File: src/rtl/pipe_pkg.sv
// Shared types and default widths for every pipe_skid_stage instance.
package pipe_pkg;

  localparam int unsigned DEF_PAYLOAD_W = 48;
  localparam int unsigned DEF_CTRL_W    = 3;
  localparam int unsigned DEF_WE_W      = 2;
  localparam int unsigned DEF_CNT_W     = 16;

  // Bit positions inside the write-enable field.
  localparam int unsigned WE_REG = 0;
  localparam int unsigned WE_MEM = 1;

  typedef struct packed {
    logic [DEF_PAYLOAD_W-1:0] payload;
    logic [DEF_CTRL_W-1:0]    ctrl;
    logic [DEF_WE_W-1:0]      we;
  } stage_beat_t;

endpackage

File: src/rtl/sat_counter.sv
// Saturating up-counter with a synchronous clear that wins over increment.
module sat_counter #(
  parameter int unsigned CNT_W = 16
) (
  input  logic             clk,
  input  logic             rst,
  input  logic             inc,
  input  logic             clr,
  output logic [CNT_W-1:0] cnt
);

  logic [CNT_W-1:0] cnt_q;
  logic [CNT_W-1:0] cnt_d;

  always_comb begin
    cnt_d = cnt_q;
    if (clr) begin
      cnt_d = '0;
    end else if (inc && (cnt_q != {CNT_W{1'b1}})) begin
      cnt_d = cnt_q + CNT_W'(1);
    end
  end

  always_ff @(posedge clk) begin
    if (!rst) begin
      cnt_q <= '0;
    end else begin
      cnt_q <= cnt_d;
    end
  end

  assign cnt = cnt_q;

endmodule

File: src/rtl/pipe_skid_stage.sv
// Inter-stage pipeline register with a two-entry skid buffer, flush and
// saturating stall/flush performance counters.
module pipe_skid_stage
  import pipe_pkg::*;
#(
  parameter int unsigned PAYLOAD_W = DEF_PAYLOAD_W,
  parameter int unsigned CTRL_W    = DEF_CTRL_W,
  parameter int unsigned WE_W      = DEF_WE_W,
  parameter int unsigned CNT_W     = DEF_CNT_W
) (
  input  logic                 clk,
  input  logic                 rst,
  input  logic                 flush,
  input  logic                 in_valid,
  output logic                 in_ready,
  input  logic [PAYLOAD_W-1:0] in_payload,
  input  logic [CTRL_W-1:0]    in_ctrl,
  input  logic [WE_W-1:0]      in_we,
  output logic                 out_valid,
  input  logic                 out_ready,
  output logic [PAYLOAD_W-1:0] out_payload,
  output logic [CTRL_W-1:0]    out_ctrl,
  output logic [WE_W-1:0]      out_we,
  input  logic                 cnt_clr,
  output logic [CNT_W-1:0]     stall_cnt,
  output logic [CNT_W-1:0]     flush_cnt
);

  typedef struct packed {
    logic [PAYLOAD_W-1:0] payload;
    logic [CTRL_W-1:0]    ctrl;
    logic [WE_W-1:0]      we;
  } beat_t;

  beat_t main_q, main_d;
  beat_t skid_q, skid_d;
  beat_t in_beat;
  logic  main_valid_q, main_valid_d;
  logic  skid_valid_q, skid_valid_d;
  logic  in_ready_q, in_ready_d;
  logic  in_fire, out_fire;
  logic  stall_inc, flush_inc;

  assign in_beat   = {in_payload, in_ctrl, in_we};
  assign in_fire   = in_valid & in_ready_q;
  assign out_fire  = main_valid_q & out_ready;
  assign stall_inc = main_valid_q & ~out_ready & ~flush;
  assign flush_inc = flush & (main_valid_q | skid_valid_q | in_fire);

  // Entry movement; an emptied main entry drops its write enables so out_we tracks out_valid.
  always_comb begin
    main_d       = main_q;
    skid_d       = skid_q;
    main_valid_d = main_valid_q;
    skid_valid_d = skid_valid_q;

    if (flush) begin
      main_valid_d = 1'b0;
      skid_valid_d = 1'b0;
      main_d.we    = '0;
      skid_d.we    = '0;
    end else if (!main_valid_q || out_fire) begin
      if (skid_valid_q) begin
        main_d       = skid_q;
        main_valid_d = 1'b1;
        skid_valid_d = in_fire;
        if (in_fire) begin
          skid_d = in_beat;
        end
      end else if (in_fire) begin
        main_d       = in_beat;
        main_valid_d = 1'b1;
      end else begin
        main_valid_d = 1'b0;
        main_d.we    = '0;
      end
    end else if (in_fire) begin
      skid_d       = in_beat;
      skid_valid_d = 1'b1;
    end

    in_ready_d = ~skid_valid_d;
  end

  always_ff @(posedge clk) begin
    if (!rst) begin
      main_q       <= '0;
      skid_q       <= '0;
      main_valid_q <= 1'b0;
      skid_valid_q <= 1'b0;
      in_ready_q   <= 1'b0;
    end else begin
      main_q       <= main_d;
      skid_q       <= skid_d;
      main_valid_q <= main_valid_d;
      skid_valid_q <= skid_valid_d;
      in_ready_q   <= in_ready_d;
    end
  end

  assign in_ready    = in_ready_q;
  assign out_valid   = main_valid_q;
  assign out_payload = main_q.payload;
  assign out_ctrl    = main_q.ctrl;
  assign out_we      = main_q.we;

  sat_counter #(.CNT_W(CNT_W)) u_stall_cnt (
    .clk (clk),
    .rst (rst),
    .inc (stall_inc),
    .clr (cnt_clr),
    .cnt (stall_cnt)
  );

  sat_counter #(.CNT_W(CNT_W)) u_flush_cnt (
    .clk (clk),
    .rst (rst),
    .inc (flush_inc),
    .clr (cnt_clr),
    .cnt (flush_cnt)
  );

endmodule

File: config.mk
export PLATFORM = sky130hd
export DESIGN_NAME = pipe_skid_stage
export DESIGN_NICKNAME = d
export VERILOG_FILES = /design/src/rtl/pipe_pkg.sv /design/src/rtl/sat_counter.sv /design/src/rtl/pipe_skid_stage.sv
export SDC_FILE = /design/constraint.sdc
export NUM_CORES = 1
export LEC_CHECK = 0
export BUFFER_PORTS_ARGS = -buffer_cell sky130_fd_sc_hd__buf_4
export CORE_AREA = 3 3 135 137
export CTS_CLUSTER_DIAMETER = 200
export DETAILED_ROUTE_END_ITERATION = 8
export DIE_AREA = 0 0 138 140
export PLACE_DENSITY = 0.57
export REMOVE_ABC_BUFFERS = 1
export SLEW_MARGIN = 20
export SYNTH_ARGS = -nofsm -noshare
export SYNTH_HDL_FRONTEND = slang
export SYNTH_HIERARCHICAL = 1
export SYNTH_SLANG_ARGS = --single-unit
File: constraint.sdc
create_clock -name clk -period 2.3 [get_ports clk]
set_clock_uncertainty 0.05 [all_clocks]
set_input_delay 0 -clock clk [delete_from_list [all_inputs] [get_ports clk]]
set_output_delay 0 -clock clk [all_outputs]
set_load 0.02 [all_outputs]
==> results.toml <==
[status]
status = "complete, no violations"

[synthesis]
muxShareOfSynthArea = 0.2418
avgSynthCellArea_um2 = 9.380
synthArstFlopShare = 0
synth.cell_area_um2 = 6763
synth-edff-count = 0
netlist_instances = 721
ys_dominant_reg_cell = "dfxtp_1"
synth_compound_area_frac = 0.06623
synthXorXnorAreaFrac = 0.01036
yosys.area_share.simple = 0.2087
ys_seq_area_frac = 0.4174
synth_top_family_by_area = "multiplexers"
synth_fa_ha_area_frac = 0.005180
ys_warn_count = 6
ys_seq_elements = 141
synth_cell_type_count = 50

[critical_path]
crit_path_max_incr_delay_ns = 0.57
cp_data_required_time_ns = 2.60
r2r_end = "skid_q[16]"
worstSetupPathType = "flip-flop to flip-flop"
crit_slowest_cell = "dlygate4sd3_1"
reg2reg_slack_ns = 0.10
cp-start-kind = "flip-flop"
cp.arrival_ns = 2.49
timing.rr.start = "out_valid"
worst-path-max-fanout = 13
reg2regPathDepth = 6
worst_setup_path_end_kind = "flip-flop"
crit_chain = "nand2b_1 > buf_4 > a211oi_4 > clkbuf_16 > mux2i_1 > dlygate4sd3_1"

[clocking]
cts_tree = "yes"
h-tree-depth = 4
clk_path_buf_depth = 2
cts_setup_buffers = 0
root_buffer = "clkbuf_16"
clk_latency_ns = 0.41
cts.sinks = 141
clkTransAtPathRegs_ns = 0.06
cts_buffers = 17

[routing]
vias_per_cell = 4.954
drt_wl_total_mm = 16.54
wire_per_inst_um = 14.26
route.antenna.remaining_nets = 0
vias = 5747
drc = 0
drtPass1Iterations = 4
drt-initial-drc-count = 253

[timing]
fmaxAchievable_ghz = 0.4551
hold_slack_ns = 0.04968
period_needed_ns = 2.197
grt_setup_unrepaired = "no"
final-setup-viol-count = 0
fin_ws_ns = 0.1026
report.final.slew_viol_count = 0
timing.final.crit_share = 0.9554
worst_slew_pin_slew_ns = 0.7566
hold_viol = 0
relSlewSlack = 0.4956

[min_path]
min_to = "out_valid"
hold_class = "input pin to flip-flop"
hold_depth = 4
min_from = "out_ready"

[die]
design.core.area_um2 = 17180
die_x_um = 138
rows = 48
top_level_ports = 146
initial_core_util = 0.3937
dieHeight_um = 140
die_area_um2 = 19320

[pwr]
p_leak_nw = 3.972
power.density_nw_per_um2 = 620.6
ir_drop_mv = 0.4979
total_power_mw = 5.760

[cells_and_area]
layout.cells.non_filler = 1160
nets = 984
final_util = 0.5404
diodes = 0
layout-drive-gt1-share = 0.2706
syn2layout_area_growth_pct = 37.24
fill_cells = 1619

[placement]
dp_cells = 1053
place_hpwl_mm = 10.44
place_congestion = 0.8288
io_buffers = 145
dp_slack_ns = 0.3432

[global_route]
antenna_found_initial = 0
grt_max_degree = 187
grt_pass1_vias = 5697
overflow = 0
grt_pass1_wl_mm = 27.18
track_usage = 0.1675

[job]
cap_violations = 0
-- power by group --
part	internal [mW]	switching, mW
combinational	0.282	0.250
clock	1.73	0.993
sequential	2.48	0.0239
-- registers in the layout, indices dropped and copies added (netlist names) --
| register | cells |
|---|---|
| skid_q | 53 |
| skid_valid_q | 1 |
| out_we | 2 |
| u_stall_cnt/cnt | 16 |
| u_flush_cnt/cnt | 16 |
| out_valid | 1 |
| out_payload | 48 |
| out_ctrl | 3 |
| in_ready | 1 |
-- layout by cell type, fill, tap and decap left out, drive strengths merged, types with 3 or more instances in the layout --
cell type,instances
a21oi,11
and2,6
and4,6
buf,152
clkbuf,26
clkinv,3
dfxtp,141
dlygate4sd3,74
inv,7
mux2,51
mux2i,106
nand2,221
nand2b,6
nand3,10
nand4,10
nor2,22
nor2b,3
nor3,4
nor4,6
o21a,3
o21ai,10
o311ai,6
o31ai,4
o41ai,6
or3,4
or4,4
xor2,6
-- through the flow --
step / cell area [um2] / setup TNS, ns
3_5_place_dp: 7923 / 0
2_1_floorplan: 6449 / -205.87
5_1_grt: 9281 / 0
3_3_place_gp: 7923 / 0
6_report: 9281 / 0
4_1_cts: 9251 / 0
-- how the worst max path moves through the flow --
stage / startpoint / to / cells past startpoint
final: out_valid / skid_q[16] / 6
after detailed placement: in_ready / u_flush_cnt/cnt[13] / 6
after floorplan: skid_valid_q / skid_q[10] / 3
after CTS: out_valid / skid_q[16] / 6
after global routing: out_valid / skid_q[16] / 6
after global placement: in_ready / u_flush_cnt/cnt[9] / 6
-- critical path: cells and delay by family (launching register included) --
kind | cells | cell delay, ns
AOI/OAI and AO/OA | 1 | 0.37
buffers and inverters | 3 | 1.03
DFF | 1 | 0.38
muxes | 1 | 0.20
and+or+nand+nor | 1 | 0.10
-- metal layers --
layer  part of all wire  track usage
met5                  0            0
met4             0.0037      0.04888
met3              0.052      0.04882
met2               0.47       0.2747
met1               0.47       0.2156
-- cell usage after synthesis (all sizes together), types with 6 or more instances --
| master | instances | area, um2 |
|---|---|---|
| xor2 | 6 | 52.55 |
| a21oi | 11 | 58.81 |
| inv | 7 | 26.28 |
| nand2 | 221 | 829.6 |
| nor2 | 22 | 82.58 |
| nand2b | 6 | 37.54 |
| mux2 | 51 | 574.3 |
| o21ai | 10 | 50.05 |
| o41ai | 6 | 90.08 |
| buf | 24 | 239.0 |
| dfxtp | 141 | 2823 |
| nand4 | 10 | 122.6 |
| and4 | 6 | 57.56 |
| clkbuf | 20 | 75.07 |
| mux2i | 106 | 1061 |
| o311ai | 6 | 67.56 |
| nor4 | 6 | 37.54 |
| nand3 | 10 | 75.07 |
| and2 | 6 | 37.54 |
-- timing repair --
| item | in CTS | in global routing |
|---|---|---|
| endpoints found under the hold margin | 121 | 0 |
| setup endpoints to repair | 0 | 8 |
| hold buffers | 74 | 0 |
| resized for setup | 0 | 2 |
-- cell families (layout without fill, tap and decap cells) --
kind of cell	Yosys count	count (layout)
compound gates	55	55
xor+xnor	8	8
fa+ha+maj	3	3
buf+inv	51	265
flops	141	141
mux	157	157
simple gates	306	306
-- final cells by class --
cell class	count	area [um2]	area share
Multi-Input combinational cell	529	3618	0.3899
Clock inverter	6	82.58	0.008897
Timing Repair Buffer	227	1943	0.2094
Tap cell	225	281.5	0.03033
Clock buffer	25	505.5	0.05446
Inverter	7	26.28	0.002831
Sequential cell	141	2824	0.3043
Note: power is estimated with default switching activity, not from simulation.
